## config.mk

```make
export PLATFORM = sky130hd
export DESIGN_NAME = exec_wb_stage_flat
export DESIGN_NICKNAME = d
export VERILOG_FILES = /design/src/rtl/exec_wb_stage_pkg.sv /design/src/rtl/exec_wb_stage_if.sv /design/src/rtl/exec_wb_stage_mul_seq.sv /design/src/rtl/exec_wb_stage.sv /design/src/flat_wrapper.sv
export SDC_FILE = /design/constraint.sdc
export NUM_CORES = 1
export LEC_CHECK = 0
export CORE_MARGIN = 1.5
export CORE_UTILIZATION = 45
export CTS_CLUSTER_DIAMETER = 100
export DETAILED_ROUTE_END_ITERATION = 12
export PLACE_DENSITY = 0.7
export SLEW_MARGIN = 20
export SYNTH_ARGS = -nofsm -noshare
export SYNTH_HDL_FRONTEND = slang
export SYNTH_SLANG_ARGS = --single-unit
```

## constraint.sdc

```tcl
create_clock -name clk -period 6.45 [get_ports clk]
set_input_delay 0.645 -clock clk [delete_from_list [all_inputs] [get_ports clk]]
set_output_delay 0.645 -clock clk [all_outputs]
set_load 0.01 [all_outputs]
```

## src/rtl/exec_wb_stage_pkg.sv

```systemverilog
`default_nettype none
// ============================================================================
//  Module      : exec_wb_stage_pkg
//  Description : Shared definitions for the execute/writeback stage: opcode
//                encodings, multiplier FSM state encoding and the index of
//                the register mirrored as the stack pointer.
//  Revision    : 1.0 - initial release
// ============================================================================
package exec_wb_stage_pkg;

    typedef logic [2:0] opcode_t;

    localparam opcode_t OP_ADD  = 3'd0;
    localparam opcode_t OP_SUB  = 3'd1;
    localparam opcode_t OP_AND  = 3'd2;
    localparam opcode_t OP_OR   = 3'd3;
    localparam opcode_t OP_XOR  = 3'd4;
    localparam opcode_t OP_MOVI = 3'd5;
    localparam opcode_t OP_MUL  = 3'd6;
    localparam opcode_t OP_NOP  = 3'd7;

    localparam logic [0:0] ST_IDLE    = 1'b0;
    localparam logic [0:0] ST_MUL_RUN = 1'b1;

    // Register whose writes must be followed by an sp refresh strobe
    localparam int SP_IDX = 3;

endpackage
`default_nettype wire

```

## src/rtl/exec_wb_stage_if.sv

```systemverilog
`default_nettype none
// ============================================================================
//  Module      : exec_wb_stage_if
//  Description : Issue handshake, operand/immediate inputs, register-file
//                write port, sp strobe, flags and busy status of the
//                execute/writeback stage.
//                master : issuer side (drives in_valid/opcode/operands/flush)
//                slave  : stage side  (drives in_ready/wb_*/sp_en/flags/busy)
//  Revision    : 1.0 - initial release
// ============================================================================
interface exec_wb_stage_if #(
    parameter int DATA_W = 8,
    parameter int ADDR_W = 2
);
    logic              in_valid;
    logic              in_ready;
    logic [2:0]        opcode;
    logic [ADDR_W-1:0] ra_addr;
    logic [ADDR_W-1:0] rb_addr;
    logic [ADDR_W-1:0] dst_addr;
    logic [DATA_W-1:0] ra_data;
    logic [DATA_W-1:0] rb_data;
    logic [DATA_W-1:0] imm;
    logic              flush;
    logic              wb_en;
    logic [ADDR_W-1:0] wb_addr;
    logic [DATA_W-1:0] wr_data;
    logic              sp_en;
    logic              flag_z;
    logic              flag_c;
    logic              busy;

    modport master (
        output in_valid, opcode, ra_addr, rb_addr, dst_addr,
               ra_data, rb_data, imm, flush,
        input  in_ready, wb_en, wb_addr, wr_data, sp_en, flag_z, flag_c, busy
    );

    modport slave (
        input  in_valid, opcode, ra_addr, rb_addr, dst_addr,
               ra_data, rb_data, imm, flush,
        output in_ready, wb_en, wb_addr, wr_data, sp_en, flag_z, flag_c, busy
    );
endinterface
`default_nettype wire

```

## src/rtl/exec_wb_stage_mul_seq.sv

```systemverilog
`default_nettype none
// ============================================================================
//  Module      : exec_mul_seq
//  Description : Iterative shift-add multiplier retiring BPC bits of the
//                multiplier operand per cycle.
//                clk, rst_n   : clock, async active-low reset
//                i_start      : load operands (first partial product folded in)
//                i_step       : perform one further iteration
//                i_a, i_b     : multiplicand / multiplier
//                o_done       : final iteration is being performed this cycle
//                o_product    : full-width product, valid while o_done=1
//  Revision    : 1.0 - initial release
// ============================================================================
module exec_mul_seq #(
    parameter int DATA_W     = 8,
    parameter int MUL_CYCLES = 4
) (
    input  wire logic                clk,
    input  wire logic                rst_n,
    input  wire logic                i_start,
    input  wire logic                i_step,
    input  wire logic [DATA_W-1:0]   i_a,
    input  wire logic [DATA_W-1:0]   i_b,
    output logic                     o_done,
    output logic [2*DATA_W-1:0]      o_product
);
    localparam int BPC   = DATA_W / MUL_CYCLES;
    localparam int CNT_W = (MUL_CYCLES > 1) ? $clog2(MUL_CYCLES) : 1;
    localparam logic [CNT_W-1:0] c_last = CNT_W'(MUL_CYCLES - 1);

    logic [2*DATA_W-1:0] r_acc;
    logic [2*DATA_W-1:0] r_a;
    logic [DATA_W-1:0]   r_b;
    logic [CNT_W-1:0]    r_cnt;
    logic [2*DATA_W-1:0] w_a_ext;
    logic [2*DATA_W-1:0] w_pp_start;
    logic [2*DATA_W-1:0] w_pp_step;

    function automatic logic [2*DATA_W-1:0] partial(
        input logic [2*DATA_W-1:0] a,
        input logic [BPC-1:0]      bits
    );
        logic [2*DATA_W-1:0] s;
        s = '0;
        for (int j = 0; j < BPC; j++) begin
            if (bits[j]) s = s + (a << j);
        end
        return s;
    endfunction

    assign w_a_ext    = {{DATA_W{1'b0}}, i_a};
    assign w_pp_start = partial(w_a_ext, i_b[BPC-1:0]);
    assign w_pp_step  = partial(r_a, r_b[BPC-1:0]);

    // The lowest chunk is retired on the start edge so the last chunk is
    // retired MUL_CYCLES-1 cycles later, letting the result be written back
    // exactly MUL_CYCLES cycles after the operation was accepted.
    assign o_done    = i_step && (r_cnt == c_last);
    assign o_product = r_acc + w_pp_step;

    always_ff @(posedge clk or negedge rst_n) begin
        if (!rst_n) begin
            r_acc <= '0;
            r_a   <= '0;
            r_b   <= '0;
            r_cnt <= '0;
        end else if (i_start) begin
            r_acc <= w_pp_start;
            r_a   <= w_a_ext << BPC;
            r_b   <= i_b >> BPC;
            r_cnt <= CNT_W'(1);
        end else if (i_step) begin
            r_acc <= r_acc + w_pp_step;
            r_a   <= r_a << BPC;
            r_b   <= r_b >> BPC;
            r_cnt <= r_cnt + CNT_W'(1);
        end
    end
endmodule
`default_nettype wire

```

## src/rtl/exec_wb_stage.sv

```systemverilog
`default_nettype none
// ============================================================================
//  Module      : exec_wb_stage
//  Description : Execute/writeback stage behind a 4-entry register file.
//                Single-cycle ALU ops, iterative MUL, write-back forwarding,
//                Z/C flags, sp refresh strobe and synchronous flush.
//                clk, rst_n : clock, async active-low reset
//                bus        : exec_wb_stage_if.slave (issue handshake,
//                             operands, write port, sp_en, flags, busy)
//  Revision    : 1.0 - initial release
// ============================================================================
module exec_wb_stage #(
    parameter int DATA_W     = 8,
    parameter int ADDR_W     = 2,
    parameter int MUL_CYCLES = 4
) (
    input  wire logic      clk,
    input  wire logic      rst_n,
    exec_wb_stage_if.slave bus
);
    import exec_wb_stage_pkg::*;

    localparam logic [ADDR_W-1:0] c_sp_addr = ADDR_W'(SP_IDX);

    logic [0:0]          r_state;
    logic [0:0]          w_state_next;
    logic                w_busy;
    logic                w_in_ready;
    logic                w_accept;
    logic                w_mul_start;
    logic                w_mul_done;
    logic [2*DATA_W-1:0] w_mul_prod;
    logic [DATA_W-1:0]   w_op_a;
    logic [DATA_W-1:0]   w_op_b;
    logic [DATA_W-1:0]   w_alu_res;
    logic                w_alu_c;
    logic                w_alu_wr;
    logic [ADDR_W-1:0]   r_mul_dst;
    logic                r_wb_en;
    logic [ADDR_W-1:0]   r_wb_addr;
    logic [DATA_W-1:0]   r_wr_data;
    logic                r_sp_en;
    logic                r_flag_z;
    logic                r_flag_c;

    // A flushed cycle never accepts, even while the stage is idle
    assign w_accept    = bus.in_valid && w_in_ready && !bus.flush;
    assign w_mul_start = w_accept && (bus.opcode == OP_MUL);

    // Bypass the value being written this cycle; the file still shows the old one
    assign w_op_a = (r_wb_en && (bus.ra_addr == r_wb_addr)) ? r_wr_data : bus.ra_data;
    assign w_op_b = (r_wb_en && (bus.rb_addr == r_wb_addr)) ? r_wr_data : bus.rb_data;

    // ---------------- multiplier FSM ----------------
    always_ff @(posedge clk or negedge rst_n) begin
        if (!rst_n) r_state <= ST_IDLE;
        else        r_state <= w_state_next;
    end

    always_comb begin
        w_state_next = r_state;
        case (r_state)
            ST_IDLE:    if (w_mul_start) w_state_next = ST_MUL_RUN;
            ST_MUL_RUN: if (bus.flush || w_mul_done) w_state_next = ST_IDLE;
            default:    w_state_next = ST_IDLE;
        endcase
    end

    always_comb begin
        w_busy     = (r_state == ST_MUL_RUN);
        w_in_ready = (r_state == ST_IDLE);
    end

    exec_mul_seq #(
        .DATA_W     (DATA_W),
        .MUL_CYCLES (MUL_CYCLES)
    ) u_mul (
        .clk       (clk),
        .rst_n     (rst_n),
        .i_start   (w_mul_start),
        .i_step    (w_busy),
        .i_a       (w_op_a),
        .i_b       (w_op_b),
        .o_done    (w_mul_done),
        .o_product (w_mul_prod)
    );

    always_ff @(posedge clk or negedge rst_n) begin
        if (!rst_n)           r_mul_dst <= '0;
        else if (w_mul_start) r_mul_dst <= bus.dst_addr;
    end

    // ---------------- single-cycle ALU ----------------
    always_comb begin
        w_alu_res = '0;
        w_alu_c   = r_flag_c;
        w_alu_wr  = 1'b1;
        case (bus.opcode)
            OP_ADD:  {w_alu_c, w_alu_res} = {1'b0, w_op_a} + {1'b0, w_op_b};
            OP_SUB:  begin
                w_alu_res = w_op_a - w_op_b;
                w_alu_c   = (w_op_a < w_op_b);
            end
            OP_AND:  begin w_alu_res = w_op_a & w_op_b; w_alu_c = 1'b0; end
            OP_OR:   begin w_alu_res = w_op_a | w_op_b; w_alu_c = 1'b0; end
            OP_XOR:  begin w_alu_res = w_op_a ^ w_op_b; w_alu_c = 1'b0; end
            OP_MOVI: w_alu_res = bus.imm;
            default: w_alu_wr = 1'b0; // MUL completes later, NOP never writes
        endcase
    end

    // ---------------- write-back register ----------------
    always_ff @(posedge clk or negedge rst_n) begin
        if (!rst_n) begin
            r_wb_en   <= 1'b0;
            r_wb_addr <= '0;
            r_wr_data <= '0;
            r_sp_en   <= 1'b0;
            r_flag_z  <= 1'b0;
            r_flag_c  <= 1'b0;
        end else begin
            r_wb_en <= 1'b0;
            r_sp_en <= r_wb_en && (r_wb_addr == c_sp_addr);
            if (!bus.flush) begin
                if (w_mul_done) begin
                    r_wb_en   <= 1'b1;
                    r_wb_addr <= r_mul_dst;
                    r_wr_data <= w_mul_prod[DATA_W-1:0];
                    r_flag_z  <= (w_mul_prod[DATA_W-1:0] == '0);
                    r_flag_c  <= |w_mul_prod[2*DATA_W-1:DATA_W];
                end else if (w_accept && w_alu_wr) begin
                    r_wb_en   <= 1'b1;
                    r_wb_addr <= bus.dst_addr;
                    r_wr_data <= w_alu_res;
                    r_flag_z  <= (w_alu_res == '0);
                    r_flag_c  <= w_alu_c;
                end
            end
        end
    end

    assign bus.in_ready = w_in_ready;
    assign bus.busy     = w_busy;
    assign bus.wb_en    = r_wb_en;
    assign bus.wb_addr  = r_wb_addr;
    assign bus.wr_data  = r_wr_data;
    assign bus.sp_en    = r_sp_en;
    assign bus.flag_z   = r_flag_z;
    assign bus.flag_c   = r_flag_c;
endmodule
`default_nettype wire

```

## src/flat_wrapper.sv

```systemverilog
// flat-port wrapper written by rule: the top's interface ports become plain ports
module exec_wb_stage_flat import exec_wb_stage_pkg::*;
#(
    parameter int DATA_W     = 8,
    parameter int ADDR_W     = 2,
    parameter int MUL_CYCLES = 4
)
  (clk, rst_n, bus_in_valid, bus_opcode, bus_ra_addr, bus_rb_addr, bus_dst_addr, bus_ra_data, bus_rb_data, bus_imm, bus_flush, bus_in_ready, bus_wb_en, bus_wb_addr, bus_wr_data, bus_sp_en, bus_flag_z, bus_flag_c, bus_busy);
  exec_wb_stage_if #(.DATA_W(DATA_W), .ADDR_W(ADDR_W)) bus_i ();
  input  wire logic clk;
  input  wire logic rst_n;
  input wire logic [$bits(bus_i.in_valid)-1:0] bus_in_valid;
  input wire logic [$bits(bus_i.opcode)-1:0] bus_opcode;
  input wire logic [$bits(bus_i.ra_addr)-1:0] bus_ra_addr;
  input wire logic [$bits(bus_i.rb_addr)-1:0] bus_rb_addr;
  input wire logic [$bits(bus_i.dst_addr)-1:0] bus_dst_addr;
  input wire logic [$bits(bus_i.ra_data)-1:0] bus_ra_data;
  input wire logic [$bits(bus_i.rb_data)-1:0] bus_rb_data;
  input wire logic [$bits(bus_i.imm)-1:0] bus_imm;
  input wire logic [$bits(bus_i.flush)-1:0] bus_flush;
  output wire logic [$bits(bus_i.in_ready)-1:0] bus_in_ready;
  output wire logic [$bits(bus_i.wb_en)-1:0] bus_wb_en;
  output wire logic [$bits(bus_i.wb_addr)-1:0] bus_wb_addr;
  output wire logic [$bits(bus_i.wr_data)-1:0] bus_wr_data;
  output wire logic [$bits(bus_i.sp_en)-1:0] bus_sp_en;
  output wire logic [$bits(bus_i.flag_z)-1:0] bus_flag_z;
  output wire logic [$bits(bus_i.flag_c)-1:0] bus_flag_c;
  output wire logic [$bits(bus_i.busy)-1:0] bus_busy;
  assign bus_i.in_valid = bus_in_valid;
  assign bus_i.opcode = bus_opcode;
  assign bus_i.ra_addr = bus_ra_addr;
  assign bus_i.rb_addr = bus_rb_addr;
  assign bus_i.dst_addr = bus_dst_addr;
  assign bus_i.ra_data = bus_ra_data;
  assign bus_i.rb_data = bus_rb_data;
  assign bus_i.imm = bus_imm;
  assign bus_i.flush = bus_flush;
  assign bus_in_ready = bus_i.in_ready;
  assign bus_wb_en = bus_i.wb_en;
  assign bus_wb_addr = bus_i.wb_addr;
  assign bus_wr_data = bus_i.wr_data;
  assign bus_sp_en = bus_i.sp_en;
  assign bus_flag_z = bus_i.flag_z;
  assign bus_flag_c = bus_i.flag_c;
  assign bus_busy = bus_i.busy;
  exec_wb_stage #(.DATA_W(DATA_W), .ADDR_W(ADDR_W), .MUL_CYCLES(MUL_CYCLES)) u_core (.clk(clk), .rst_n(rst_n), .bus(bus_i));
endmodule
```

## Word level (Yosys, flattened, before mapping)

Index checks and enable logic that the tools add are counted.

- Divide/modulo/power cells: 0
- Shifts and indexed selects: 0
- Add/sub/neg operators: 6
- Equal/unequal tests: 10
- $mul: 0
- Bitwise logic cells: 5
- Reductions and logical operators: 21
- Magnitude comparators: 1
- Multiplexer cells: 31

Operators with widths:

| operator | number |
|---|---|
| 16-bit 2-to-1 mux | 7 |
| 8-bit 2-to-1 mux | 7 |
| 8-bit one-hot mux with 6 select lines | 1 |
| 16-bit adder | 2 |
| 16-bit by 9-bit adder with 16-bit output | 1 |
| 8-bit logical NOT | 2 |
| 1-bit 2-to-1 mux | 10 |
| 8-bit by 8-bit adder with 9-bit output | 1 |
| 3-bit equality test, second input constant | 3 |
| 8-bit AND | 1 |
| 1-bit logical AND | 8 |
| 8-bit less-than comparator | 1 |
| 2-bit 2-to-1 mux | 4 |
| 8-bit OR | 1 |
| 8-bit OR reduction | 1 |
| 8-bit subtractor | 1 |
| 8-bit XOR | 1 |
| 3-bit by 2-bit equality test with 1-bit output, second input constant | 2 |
| 6-bit OR reduction | 1 |
| 2-bit equality test | 2 |
| 2-bit equality test, second input constant | 2 |
| 2-bit nonzero test | 2 |
| 4-bit nonzero test | 1 |
| 3-bit by 1-bit equality test with 1-bit output, second input constant | 1 |
| 10 further kinds | 11 |

- Bits in writable memories: 0
- Output and inout port bits: 16
- Bits in read-only memories: 0
- Bits in latches: 0
- Bits in registers: 59
- Memories: 0
- Logic and storage cells: 86

## Longest topological paths before layout

- Word-level depth: 8
- Gate-level depth with buffers: 19
- Gate-level depth less buffers: 18

## By module

From an unflattened synthesis, not the netlist that was laid out.

- Cells, all modules: 694
- Area, all modules: 5905.7 sq um

Modules (own cells, without submodules):

| module | sequential area each (sq um) | instances | area an instance (sq um) | cells each |
|---|---|---|---|---|
| exec_mul_seq | 950.9 | 1 | 3514.6 | 393 |
| exec_wb_stage | 425.4 | 1 | 2391.0 | 301 |

## Worst setup path after synthesis

No wires, ideal clock.

- Kind: register to register
- From: register u_core.u_mul.r_b[0]
- To: register u_core.r_flag_c (netlist: u_core.bus.flag_c)
- Setup time: 0.129 ns
- Data required time: 6.321 ns
- Stages on the path, launching flop included: 19
- Setup slack: 2.145 ns
- Path buffers: 1
- Clock period less this slack: 4.305 ns
- Arrival: 4.176 ns
- Path through: dfrtp_1 -> clkbuf_1 -> and2_1 -> ha_1 -> fa_1 -> o211ai_1 -> a311oi_1 -> a21oi_1 -> xnor2_1 -> mux2_2 -> ha_1 -> a21o_1 -> a21o_1 -> a31oi_2 -> xnor2_1 -> or4_1 -> or4b_1 -> nor4_2 -> a211oi_1

- Cells in the longest elaborated chain, start to end: 6

RTL lines:

| what | line | source |
|---|---|---|
| start, declared | exec_wb_stage_mul_seq.sv:33 | `logic [DATA_W-1:0] r_b;` |
| start signal, assigned | exec_wb_stage_mul_seq.sv:70 | `r_b <= i_b >> BPC;` |
| start signal, assigned | exec_wb_stage_mul_seq.sv:75 | `r_b <= r_b >> BPC;` |
| 16-bit 2-to-1 mux * | exec_wb_stage_mul_seq.sv:46 | `if (bits[j]) s = s + (a << j);` |
| 16-bit adder | exec_wb_stage_mul_seq.sv:46 |  |
| 16-bit 2-to-1 mux * | exec_wb_stage_mul_seq.sv:46 |  |
| 16-bit adder * | exec_wb_stage_mul_seq.sv:59 | `assign o_product = r_acc + w_pp_step;` |
| 8-bit OR reduction * | exec_wb_stage.sv:130 | `r_flag_c <= \|w_mul_prod[2*DATA_W-1:DATA_W];` |
| 1-bit 2-to-1 mux * | exec_wb_stage.sv:125 | `if (w_mul_done) begin` |
| end signal, assigned | exec_wb_stage.sv:130 |  |
| end signal, assigned | exec_wb_stage.sv:136 | `r_flag_c <= w_alu_c;` |
| end, declared | exec_wb_stage.sv:44 | `logic r_flag_c;` |

Mark *: on every way between the ends. The rest lies on a longest branch, timed or not.
A chain may end at the register's enable or synchronous reset.

## Worst setup path in the final report

- From: input port bus_rb_addr[0]
- To: register u_core.r_flag_z (netlist: u_core.bus.flag_z)

- Cells in the longest elaborated chain, start to end: 8

RTL lines:

| what | line | source |
|---|---|---|
| start, declared | flat_wrapper.sv:15 | `input wire logic [$bits(bus_i.rb_addr)-1:0] bus_rb_addr;` |
| 2-bit equality test * | exec_wb_stage.sv:52 | `assign w_op_b = (r_wb_en && (bus.rb_addr == r_wb_addr)) ? r_wr_data : bus.rb_data;` |
| 1-bit logical AND * | exec_wb_stage.sv:52 |  |
| 8-bit 2-to-1 mux * | exec_wb_stage.sv:52 |  |
| 8-bit subtractor, or another cell as far along | exec_wb_stage.sv:101 | `w_alu_res = w_op_a - w_op_b;` |
| 8-bit one-hot mux with 6 select lines * | exec_wb_stage.sv:98 | `case (bus.opcode)` |
| 8-bit logical NOT * | exec_wb_stage.sv:135 | `r_flag_z <= (w_alu_res == '0);` |
| 1-bit 2-to-1 mux * | exec_wb_stage.sv:131 | `end else if (w_accept && w_alu_wr) begin` |
| 1-bit 2-to-1 mux * | exec_wb_stage.sv:125 |  |
| end signal, assigned | exec_wb_stage.sv:129 | `r_flag_z <= (w_mul_prod[DATA_W-1:0] == '0);` |
| end signal, assigned | exec_wb_stage.sv:135 |  |
| end, declared | exec_wb_stage.sv:43 | `logic r_flag_z;` |

Mark *: on every way between the ends. The rest lies on a longest branch, timed or not. The select of a mux whose other input is x is not followed.

==> flow_metrics.py <==
metrics = {
    "synth": {
        "synth_edf_count": 0,
        "ys_top_cells_by_count": "73 x nand2_1, 57 x ha_1, 55 x dfrtp_1",
        "synth_warnings": 0,
        "synth-seq-cells": 55,
        "synth.area.top_cells": "dfrtp_1 26%, ha_1 13%, mux2i_1 5.4%",
        "yosys.area_share.simple_pct": 17.4,
        "yosys.area.top_type": "dfrtp_1",
        "synth.most_common_cell": "nand2_1",
        "synthMuxAreaShare_pct": 8.57,
        "synth_cells": 642,
        "synth_ff_type": "dfrtp_1",
        "synth_top_family_by_area": "compound AO/OA/AOI/OAI gates",
        "synth_area_um2": 5360,
        "syn_nets": 741,
        "synth.avg_cell_area_um2": 8.34,
        "yosysSeqAreaShare_pct": 25.7,
        "synth_compound_area_share_pct": 23.2,
        "synth_top_area_share_pct": 25.7,
        "synth_xor_area_share_pct": 5.56,
        "synthArstFlopShare_pct": 100,
        "synth_cell_type_count": 66,
        "synth_fa_ha_area_share_pct": 15.4,
    },
    "final_layout": {
        "drive_gt1_share_pct": 5.71,
        "n_antenna_cell": 0,
        "fin_nets": 781,
        "syn_to_final_growth_pct": 14.9,
    },
    "sta": {
        "hold_slack_ps": 483,
        "rsz0062_at_grt": "no",
        "fin_worst_skew_ps": 13.7,
        "hold_viol_final": 0,
        "setup_violations": 0,
        "period_needed_ps": 4740,
        "layout_setup_ws_ps": 1710,
        "worst_pin_slew_ps": 922,
        "max-slew-margin-rel_pct": 36.8,
        "max_freq_mhz": 211,
        "slew_violations": 0,
        "setup-tns-final_ps": 0,
        "min_period_over_period_pct": 73.5,
    },
    "drt": {
        "drtIter0Drc": 309,
        "drc": 4,
        "vias": 4999,
        "viasPerCell": 6.05,
        "first_pass_iters": 9,
        "wirelength_mm": 15.4,
        "wire_per_inst_um": 18.6,
        "detail-route-antenna-nets": 0,
    },
    "worst_setup_path": {
        "cp_cell_sequence": "clkdlybuf4s50_1 > xnor2_1 > nand3_1 > buf_4 > mux2i_1 > inv_1 > ha_1 > fa_1 > a21o_1 > a21o_1 > a21oi_1 > o21bai_1 > o221a_1 > a32oi_1 > nor4_1 > o22a_1",
        "crit_top_cell": "a21o_1",
        "cp.arrival_ps": 4930,
        "cpPeakStageDelay_ps": 800,
        "worstPathRequired_ps": 6640,
        "cp-end-kind": "register",
        "critPathKind": "in -> reg",
        "worstPathMaxFanout": 10,
        "crit_path_start_kind": "primary input",
        "cp_slowest_cell": "mux2i_1",
    },
    "place": {
        "place_ws_ps": 1510,
        "routabilityCongestion": 0.924,
        "port-buffer-count": 52,
        "hpwl_mm": 11.6,
    },
    "clocking": {
        "numCtsBuffers": 5,
        "cts.sinks": 55,
        "cts_tree": "built",
        "worst_skew_pair.late_latency_ps": 310,
        "post_cts_resized": 0,
        "cts_hold_buffers": 0,
        "clk_path_buf_depth": 2,
        "cts_setup_buffers": 0,
        "cts_root_buf": "clkbuf_16",
        "cts-htree-levels": 2,
        "clkTransAtPathRegs_ps": 80,
    },
    "grt": {
        "grt_pass1_vias": 4891,
        "grt_max_degree": 56,
        "antenna_found_initial": 0,
        "track_usage_pct": 24.7,
        "gr-total-overflow": 0,
        "grt_first_pass_wirelength_mm": 24.7,
    },
    "floorplanning": {
        "die_x_um": 112,
        "start_util_pct": 46.5,
        "num_rows": 39,
        "fp.dieH_um": 112,
        "core-area_um2": 11500,
        "die_area_um2": 12600,
        "boundaryPins": 53,
    },
    "min_path": {
        "hp-class": "in -> async",
    },
    "status": {
        "failed_checks": "design-rule violations",
        "status": "finished, violations left",
    },
    "power": {
        "vdd_drop_max_mv": 0.168,
        "p_leak_uw": 0.00292,
        "power_density_nw_per_um2": 327,
    },
    "run": {
        "cap_violations": 0,
    },
}
==> worst max-delay path, delay by kind of cell <==
family	cells	cell delay (ps)
AOI/OAI and AO/OA	7	1520
buffers and inverters	3	820
muxes	1	800
adders and majority gates	2	770
and+or+nand+nor	2	200
xor gates and xnor gates	1	140
==> sequential cells by signal, summed over array words and instances, names as in the netlist <==
name,flops
u_core.bus.wr_data,8
u_core.u_mul.r_a,14
u_core.bus.wb_addr,2
u_core.u_mul.r_cnt,2
u_core.bus.wb_en,1
u_core.bus.flag_c,1
u_core.r_mul_dst,2
u_core.bus.busy,1
u_core.bus.flag_z,1
u_core.u_mul.r_b,6
u_core.u_mul.r_acc,16
u_core.bus.sp_en,1
==> cells in the final DEF, fill, tap and decap left out, types with 8 or more instances in the layout <==
cell	synthesis	layout
xor2_1	8	8
dfrtp_1	55	55
o211ai_1	8	8
a22oi_1	11	11
nor2_1	40	40
o21ai_1	16	16
inv_1	30	30
and2_1	16	16
nand2_1	73	73
ha_1	57	57
nand3_1	14	14
clkdlybuf4s50_1	0	51
a211oi_1	11	11
mux2i_1	29	29
o21ai_0	38	38
xnor2_1	26	26
mux2_2	14	14
nor3_1	16	16
a21o_1	16	16
a21oi_1	41	41
==> power by group <==
group	switching [uW]	total (uW)	leakage, uW	internal [uW]
Clock	146	293	0.0000717	147
Sequential	125	581	0.000701	455
Combinational	637	1140	0.00215	503
==> worst paths after layout <==
check                                             end  slack, ps  depth (start not counted)                  start
max in group asynchronous       u_core.bus.wr_data[2]       5470                          2                  rst_n
min in group clk                u_core.u_mul.r_acc[1]        490                          2  u_core.u_mul.r_acc[1]
worst min-delay path            u_core.bus.wr_data[6]        480                          2                  rst_n
worst min register to register  u_core.u_mul.r_acc[1]        490                          2  u_core.u_mul.r_acc[1]
worst max register to register      u_core.bus.flag_c       1800                         17    u_core.u_mul.r_b[0]
worst max-delay path                u_core.bus.flag_z       1710                         16         bus_rb_addr[0]
==> per-layer routing <==
layer / part of all wire (%) / vias up / wire length [um] / global-route usage [%]
met5: 0 / - / 0 / 0
met4: 3.5 / 0 / 534 / 10.8
met3: 4.8 / 37 / 739 / 3.62
met2: 46 / 160 / 7100 / 40.6
met1: 45 / 2401 / 6990 / 32.5
li1: - / 2401 / - / -
==> final cells by class <==
| cell class | instances | area [um2] |
|---|---|---|
| sequential | 55 | 1380 |
| timing repair buffer | 59 | 568 |
| multi-input combinational | 528 | 3760 |
| fill | 1103 | 5360 |
| clock buffer | 5 | 125 |
| clock inverter | 3 | 23.8 |
| inverter | 33 | 124 |
| tap | 143 | 179 |
==> stage by stage <==
stage	area [um2]	utilization (%)	total power [uW]	std cells
detailed placement	6000	52.1	1710	818
CTS	6150	53.4	2010	826
global route	6150	53.4	2170	826
floorplan	5360	-	1390	642
global placement	6000	52.1	1690	818
finish	6150	53.4	2010	826
==> kinds of logic after synthesis <==
family	Yosys count
compound gates	191
xor+xnor	34
fa+ha+maj	63
buf+inv	59
flops	55
mux	44
simple gates	196
(Power assumes the default switching activity.)
